--- src/rtl/ram_port_arbiter.sv ---
// ram_port_arbiter: shares one 64x32 dual-port RAM between two req/ack requesters.
// Build option: define ARB_FIXED_PRIO_EN for fixed priority (requester 0 wins ties).

module ram_port_arbiter #(
    parameter int ADDR_W = 6,
    parameter int DATA_W = 32,
    parameter int RD_LAT = 1
) (
    input  logic              clk,
    input  logic              rst_n,
    input  logic              req0,
    input  logic              we0,
    input  logic [ADDR_W-1:0] addr0,
    input  logic [DATA_W-1:0] wdata0,
    input  logic              req1,
    input  logic              we1,
    input  logic [ADDR_W-1:0] addr1,
    input  logic [DATA_W-1:0] wdata1,
    output logic              ack0,
    output logic              ack1,
    output logic [DATA_W-1:0] rdata,
    output logic              busy,
    output logic              gnt_id,
    output logic              wea,
    output logic [ADDR_W-1:0] addra,
    output logic [DATA_W-1:0] dina,
    output logic [ADDR_W-1:0] addrb,
    input  logic [DATA_W-1:0] doutb
);

    localparam logic       S_IDLE   = 1'b0;
    localparam logic       S_BUSY   = 1'b1;
    localparam logic [1:0] LAT_INIT = 2'(RD_LAT);

    logic              r_state;
    logic [1:0]        r_lat_cnt;
    logic              r_we_txn;
    logic              r_ack0;
    logic              r_ack1;
    logic [DATA_W-1:0] r_rdata;
    logic              r_busy;
    logic              r_gnt_id;
    logic              r_wea;
    logic [ADDR_W-1:0] r_addra;
    logic [DATA_W-1:0] r_dina;
    logic [ADDR_W-1:0] r_addrb;

    logic              w_elig0;
    logic              w_elig1;
    logic              w_any;
    logic              w_win;
    logic              w_issue;
    logic              w_done;
    logic              w_we_sel;
    logic [ADDR_W-1:0] w_addr_sel;
    logic [DATA_W-1:0] w_wdata_sel;

    // A requester acked on the previous edge is masked for one cycle.
    assign w_elig0 = req0 & ~r_ack0;
    assign w_elig1 = req1 & ~r_ack1;
    assign w_any   = w_elig0 | w_elig1;

`ifdef ARB_FIXED_PRIO_EN
    // Requester 1 only wins when requester 0 is not eligible.
    assign w_win = ~w_elig0 & w_elig1;
`else
    logic r_rr_ptr;

    // On a tie the round-robin pointer decides; a lone requester always wins.
    assign w_win = (w_elig0 & w_elig1) ? r_rr_ptr : w_elig1;

    // After each grant, priority passes to the other requester.
    always_ff @(posedge clk or negedge rst_n) begin
        if (!rst_n) begin
            r_rr_ptr <= 1'b0;
        end else if (w_issue) begin
            r_rr_ptr <= ~w_win;
        end
    end
`endif

    assign w_issue     = (r_state == S_IDLE) & w_any;
    assign w_done      = (r_state == S_BUSY) & (r_lat_cnt == 2'd0);
    assign w_we_sel    = w_win ? we1    : we0;
    assign w_addr_sel  = w_win ? addr1  : addr0;
    assign w_wdata_sel = w_win ? wdata1 : wdata0;

    // Transaction control: issue from IDLE, count read latency in BUSY.
    always_ff @(posedge clk or negedge rst_n) begin
        if (!rst_n) begin
            r_state   <= S_IDLE;
            r_lat_cnt <= 2'd0;
            r_busy    <= 1'b0;
            r_gnt_id  <= 1'b0;
            r_we_txn  <= 1'b0;
        end else begin
            case (r_state)
                S_IDLE: begin
                    if (w_any) begin
                        r_state   <= S_BUSY;
                        r_lat_cnt <= LAT_INIT;
                        r_busy    <= 1'b1;
                        r_gnt_id  <= w_win;
                        r_we_txn  <= w_we_sel;
                    end
                end
                S_BUSY: begin
                    if (r_lat_cnt != 2'd0) begin
                        r_lat_cnt <= r_lat_cnt - 2'd1;
                    end else begin
                        r_busy  <= 1'b0;
                        r_state <= S_IDLE;
                    end
                end
                default: begin
                    r_state <= S_IDLE;
                end
            endcase
        end
    end

    // RAM port drive: addresses and data hold, write enable pulses once.
    always_ff @(posedge clk or negedge rst_n) begin
        if (!rst_n) begin
            r_wea   <= 1'b0;
            r_addra <= '0;
            r_addrb <= '0;
            r_dina  <= '0;
        end else begin
            r_wea <= w_issue ? w_we_sel : 1'b0;
            if (w_issue) begin
                r_addra <= w_addr_sel;
                r_addrb <= w_addr_sel;
                r_dina  <= w_wdata_sel;
            end
        end
    end

    // Completion: one-cycle ack to the owner, capture read data on reads.
    always_ff @(posedge clk or negedge rst_n) begin
        if (!rst_n) begin
            r_ack0  <= 1'b0;
            r_ack1  <= 1'b0;
            r_rdata <= '0;
        end else begin
            r_ack0 <= w_done & ~r_gnt_id;
            r_ack1 <= w_done & r_gnt_id;
            if (w_done && !r_we_txn) begin
                r_rdata <= doutb;
            end
        end
    end

    assign ack0   = r_ack0;
    assign ack1   = r_ack1;
    assign rdata  = r_rdata;
    assign busy   = r_busy;
    assign gnt_id = r_gnt_id;
    assign wea    = r_wea;
    assign addra  = r_addra;
    assign dina   = r_dina;
    assign addrb  = r_addrb;

endmodule

--- config.mk ---
export PLATFORM = sky130hd
export DESIGN_NAME = ram_port_arbiter
export DESIGN_NICKNAME = d
export VERILOG_FILES = /design/src/rtl/ram_port_arbiter.sv
export SDC_FILE = /design/constraint.sdc
export NUM_CORES = 1
export LEC_CHECK = 0
export ABC_AREA = 1
export CORE_MARGIN = 3
export CORE_UTILIZATION = 43
export DETAILED_ROUTE_END_ITERATION = 10
export MAX_ROUTING_LAYER = met4
export PLACE_DENSITY = 0.94
export SKIP_CTS_REPAIR_TIMING = 1
export SYNTH_ARGS = -nofsm -noshare
export SYNTH_HDL_FRONTEND = slang
export SYNTH_SLANG_ARGS = --single-unit
--- constraint.sdc ---
create_clock -name clk -period 4.1 [get_ports clk]
set_clock_uncertainty 0.2 [all_clocks]
set_input_delay 1.025 -clock clk [delete_from_list [all_inputs] [get_ports clk]]
set_output_delay 1.025 -clock clk [all_outputs]
set_load 0.02 [all_outputs]
==> results of run 1 <==
==> kinds of logic (layout without fill, tap and decap cells) <==
family	count (synthesis)	in the layout	synth area share
and+or+nand+nor	284	284	0.295
DFF	80	80	0.523
buffers and inverters	76	258	0.0997
AOI/OAI and AO/OA	36	36	0.0791
adders and majority gates	1	1	0.00327
==> worst max-delay path: stages <==
cell	delay [ns]
clkdlybuf4s50_1	0.48
nand3_1	0.08
buf_4	0.27
nand2_1	0.16
buf_4	0.40
nand2_1	0.09
nand2_1	0.07
nand2_1	0.05
nand2_1	0.10
==> area by class of cell <==
type | count | area [um2]
clock buffers | 11 | 151
clock inverters | 5 | 55.1
fillers | 676 | 2500
inverters | 43 | 161
multi-input cells | 321 | 1440
flip-flops and latches | 80 | 2000
well taps | 105 | 131
repair buffers | 199 | 1980
==> cells in the mapped netlist <==
| cell | n | share of area |
|---|---|---|
| nand2_1 | 236 | 0.23 |
| dfrtp_1 | 80 | 0.52 |
| nand3_1 | 43 | 0.056 |
| inv_1 | 40 | 0.039 |
| o21ai_2 | 32 | 0.073 |
| buf_2 | 11 | 0.014 |
| buf_4 | 8 | 0.016 |
| buf_6 | 7 | 0.021 |
| clkbuf_1 | 4 | 0.0039 |
| buf_1 | 3 | 0.0029 |
| inv_2 | 3 | 0.0029 |
| nand2_2 | 2 | 0.0033 |
| nor2_1 | 2 | 0.0020 |
| o21ai_0 | 2 | 0.0026 |
| ha_1 | 1 | 0.0033 |
| o21a_1 | 1 | 0.0020 |
| o21ai_1 | 1 | 0.0013 |
| or2_1 | 1 | 0.0016 |
==> through the flow <==
| stage | total power [mW] | util | setup WS [ns] | cells |
|---|---|---|---|---|
| global placement | 3.71 | 0.678 | 1.18 | 748 |
| floorplan | 2.77 | - | 2.12 | 477 |
| finish | 4.37 | 0.703 | 1.42 | 764 |
| detailed placement | 3.81 | 0.678 | 1.12 | 748 |
| CTS | 4.42 | 0.703 | 1.45 | 764 |
| global route | 4.66 | 0.703 | 1.26 | 764 |
==> path summary, 6_finish.rpt <==
kind | from | end | slack (ns)
setup / recovery | req0 | dina[23]$_DFFE_PN0P_ | 1.42
hold / removal | dina[3]$_DFFE_PN0P_ | dina[3]$_DFFE_PN0P_ | 0.29
setup reg to reg | r_lat_cnt[0]$_DFFE_PN0P_ | rdata[18]$_DFFE_PN0P_ | 1.66
hold reg to reg | dina[3]$_DFFE_PN0P_ | dina[3]$_DFFE_PN0P_ | 0.29
max in group asynchronous | rst_n | rdata[16]$_DFFE_PN0P_ | 2.40
min in group asynchronous | rst_n | rdata[10]$_DFFE_PN0P_ | 0.63
==> power by group through the flow <==
| stage | registers [mW] | clock network (mW) | logic, mW |
|---|---|---|---|
| detailed placement | 1.40 | 0 | 2.41 |
| CTS | 1.39 | 0.608 | 2.42 |
| global route | 1.44 | 0.635 | 2.59 |
| floorplan | 1.80 | 0 | 0.974 |
| global placement | 1.38 | 0 | 2.33 |
| finish | 1.39 | 0.590 | 2.39 |
==> flip-flops by register name, summed over array words and instances (netlist names) <==
| register | flops |
|---|---|
| dina | 32 |
| rdata | 32 |
| addrb | 6 |
| r_lat_cnt | 2 |
| ack0 | 1 |
| ack1 | 1 |
| busy | 1 |
| gnt_id | 1 |
| r_rr_ptr | 1 |
| r_state | 1 |
| r_we_txn | 1 |
| wea | 1 |
==> metal layers <==
metal,wire length [um],track usage,vias up
li1,-,-,1802
met1,4400,0.281,1744
met2,5870,0.404,150
met3,824,0.0403,18
met4,187,0.0798,0
met5,0,-,-
==> metrics.cfg, run 1 <==
[routing]
wl_per_cell_um = 14.8
wirelength_um = 11300
viasPerCell = 4.86
drc = 0
drt-initial-drc-count = 137
drtAntennaViolNets = 0
vias = 3714
dr.pass1.iters = 4

[logic_synthesis]
synth_cells = 477
netlist_area_mm2 = 0.00383
yosysSeqAreaShare = 0.523
synth_area_per_cell_um2 = 8.02
yosysWarnings = 0
synth_cell_types = 18
synth_nets = 592
synth-seq-cells = 80

[placed_design]
gp_congestion = 0.939
place_area_mm2 = 0.00571
port_buffers = 194
hpwl_um = 8140

[sta]
hold_ws_ns = 0.285
fin_crit_ns = 2.68
timing.final.hold_violations = 0
tightest_slew_ns = 1.17
timing.final.crit_share = 0.653
tns_ns = 0
slew_viol_final = 0
maxSlewHeadroom = 0.218
rsz0062_at_grt = no
setup_violations = 0
fmax_mhz = 373

[grt]
grt_max_degree = 81
antenna_found_initial = 0
track_usage = 0.235
grt_pass1_vias = 3757
grt_pass1_wl_um = 18300
gr-total-overflow = 0

[clock_network]
path_clk_slew_ns = 0.08
numCtsBuffers = 9
clk_latency_ns = 0.33
h-tree-depth = 3
cts_root_buf = clkbuf_8
cts_buffer_depth = 2
cts_tree = done
cts_sinks = 80

[hold_path]
hold_class = register to register
holdPathStages = 2

[power_and_ir_drop]
max-vdd-ir-drop_mv = 0.379
p_leak_nw = 2.99
p_seq_frac = 0.318
cell_internal_pwr_mw = 2.53
power_switching_mw = 1.84
clkPwrFrac = 0.135
combPwrFrac = 0.547
swShare = 0.422
power_density_mw_per_mm2 = 738

[die]
io_pins = 195
fp.dieW_um = 100
row_count = 33
initial_utilization = 0.454
dieHeight_um = 100
dieArea_mm2 = 0.0101
core_mm2 = 0.00842

[setup_path]
crit_path_end_kind = register
arrival_ns = 2.75
worstPathRequired_ns = 4.17
crit_fanout = 40
cp-start-kind = input port
worstRegToRegCells = 7
path_class = input port to register

[finish]
fin_nets = 769
syn_to_final_growth_pct = 54.7
drive_above_1_share = 0.0910
final_area_mm2 = 0.00592
layout_common_cells = nand2_1 (236), clkdlybuf4s50_1 (193), dfrtp_1 (80), nand3_1 (43), inv_1 (40)
final_common_cell = nand2_1
diodes = 0

[job]
max-cap-violations = 0

[run_status]
outcome = completed

Power figures use the tool's default switching activity.
==> run 2: changes to the inputs <==
--- a/config.mk
+++ b/config.mk
@@ -7,10 +7,10 @@
 export LEC_CHECK = 0
 export ABC_AREA = 1
 export CORE_MARGIN = 3
-export CORE_UTILIZATION = 43
+export CORE_UTILIZATION = 36
 export DETAILED_ROUTE_END_ITERATION = 10
 export MAX_ROUTING_LAYER = met4
-export PLACE_DENSITY = 0.94
+export PLACE_DENSITY = 0.84
 export SKIP_CTS_REPAIR_TIMING = 1
 export SYNTH_ARGS = -nofsm -noshare
 export SYNTH_HDL_FRONTEND = slang
==> constraint.sdc (replaced) <==
create_clock -name clk -period 2.28 [get_ports clk]
set_clock_uncertainty 0.2 [all_clocks]
set_input_delay 0.57 -clock clk [delete_from_list [all_inputs] [get_ports clk]]
set_output_delay 0.57 -clock clk [all_outputs]
set_load 0.02 [all_outputs]
==> run 2 against run 1 <==
Compared with the run above:
- cell area rose by 3.2%
- largest power group unchanged
- final cell count rose by 5.1%
- combinational power rose by 86%
- critical endpoint is now gnt_id
- global-route usage fell by 4.6 points
- sequential cell count did not move
==> metrics.cfg, run 2 (synthesis gave the netlist of run 1 again) <==
[run_status]
outcome = completed

[clock_network]
cts_buffer_depth = 2  ; unchanged
clk_latency_ns = 0.34  ; about the same
path_clk_slew_ns = 0.08  ; about the same
h-tree-depth = 3  ; unchanged
cts_tree = done
cts_sinks = 80  ; unchanged
cts_root_buf = clkbuf_8
numCtsBuffers = 9  ; unchanged

[placed_design]
hpwl_um = 8530  ; +4.8%
place_area_mm2 = 0.00588  ; +2.9%
gp_congestion = 0.752  ; -20%
port_buffers = 194  ; unchanged
placed_cells = 787  ; +5.2%

[setup_path]
r2r_end = rdata[28]$_DFFE_PN0P_
timing.rr.start = r_lat_cnt[0]$_DFFE_PN0P_
worstPathRequired_ns = 1.51  ; -2.66 ns
crit_buf_inv = 1  ; -2
arrival_ns = 1.36  ; -1.39 ns
crit_family = buffers and inverters
rrSetupSlack_ns = 0.50  ; -1.16 ns
crit_start = gnt_id$_DFFE_PN0P_
crit_fanout = 4  ; -90%
cp-start-kind = register
path_class = register to primary output
crit_path_end_kind = primary output
worstRegToRegCells = 7  ; unchanged
max_stage_delay_ns = 0.64  ; +0.16 ns
path_cells = clkdlybuf4s50_1
crit_end = gnt_id
cp.depth = 1  ; -8
slowest_stage = clkdlybuf4s50_1

[job]
max-cap-violations = 0  ; unchanged

[hold_path]
hold_class = register to register

[routing]
wl_met1_um = 4390  ; about the same
drt-initial-drc-count = 200  ; +46%
drtAntennaViolNets = 0  ; unchanged
viasPerCell = 4.60  ; -5.5%
drc = 0  ; unchanged
met2WireLength_um = 6000  ; +2.1%
wirelength_um = 11300  ; +0.35%
top_layer = met4
dr.pass1.iters = 4  ; unchanged
vias = 3690  ; -0.65%
wl_per_cell_um = 14.1  ; -4.5%
dr_wl_met3_um = 628  ; -24%

[sta]
fin_crit_ns = 2.13
rsz0062_at_grt = no
timing.final.hold_violations = 0  ; unchanged
slew_viol_final = 0  ; unchanged
tightest_slew_ns = 0.457  ; -0.716 ns
maxSlewHeadroom = 0.695  ; +0.477
setup_violations = 0  ; unchanged
tns_ns = 0  ; unchanged
timing.final.crit_share = 0.935
fmax_mhz = 469

[die]
row_count = 37  ; +12%
core_mm2 = 0.0103  ; +23%
initial_utilization = 0.371  ; -0.0836
fp.dieW_um = 109  ; +8.7%
dieArea_mm2 = 0.0119  ; +18%
io_pins = 195  ; unchanged
dieHeight_um = 109  ; +8.7%

[grt]
grt_pass1_wl_um = 17300  ; -5.2%
grt_pass1_vias = 3687  ; -1.9%
gr-total-overflow = 0  ; unchanged
antenna_found_initial = 0  ; unchanged
track_usage = 0.190  ; -0.0456
grt_max_degree = 65  ; -20%

[finish]
drive_above_1_share = 0.102  ; +0.0109
final_area_mm2 = 0.00611  ; +3.2%
final_common_cell = nand2_1
layout_common_cells = nand2_1 (236), clkdlybuf4s50_1 (193), dfrtp_1 (80), nand3_1 (42), inv_1 (40)
syn_to_final_growth_pct = 59.7
final_cells = 803  ; +5.1%
diodes = 0  ; unchanged
fin_nets = 778  ; +1.2%

[power_and_ir_drop]
p_leak_nw = 3.06  ; +2.5%
max-vdd-ir-drop_mv = 0.492  ; +30%
power_density_mw_per_mm2 = 1320  ; +79%

==> run 2: worst min-delay path by stage <==
stage                               startpoint                    to  slack, ns  depth (start not counted)
after global placement    rdata[0]$_DFFE_PN0P_  rdata[0]$_DFFE_PN0P_       0.26                          2
after detailed placement  r_we_txn$_DFFE_PN0P_  r_we_txn$_DFFE_PN0P_       0.26                          2
after floorplan                          rst_n        ack0$_DFF_PN0_       0.07                          0
after global routing        gnt_id$_DFFE_PN0P_        ack0$_DFF_PN0_       0.29                          1
final                       gnt_id$_DFFE_PN0P_        ack0$_DFF_PN0_       0.28                          1
after CTS                                rst_n  rdata[8]$_DFFE_PN0P_      -0.03                          1
==> run 2: routing by layer <==
layer  vias to the layer above  track usage
li1                       1819            -
met1                      1720        0.210
met2                       125        0.341
met3                        26       0.0278
met4                         0       0.0766
met5                         -            -
==> run 2: per-stage QoR <==
stage	setup WS, ns	hold WS, ns	utilization	power (mW)
2_1_floorplan	0.715	0.0744	-	4.99
3_3_place_gp	0.285	0.263	0.570	6.83
3_5_place_dp	0.223	0.263	0.570	6.98
4_1_cts	0.110	-0.0323	0.591	8.17
5_1_grt	0.0908	0.286	0.592	8.60
6_report	0.147	0.277	0.592	8.08
==> run 2: where the power goes <==
group	internal [mW]	switching [mW]	total, mW	leakage [nW]
clock network	0.641	0.509	1.15	0.108
registers	2.10	0.375	2.47	0.991
logic	2.01	2.45	4.45	1.96
==> run 2: layout make-up <==
class,instances,area [um2]
clock buffers,10,138
clock inverters,5,81.3
fillers,898,4210
inverters,43,161
multi-input cells,321,1450
flip-flops and latches,80,2000
well taps,136,170
repair buffers,208,2110
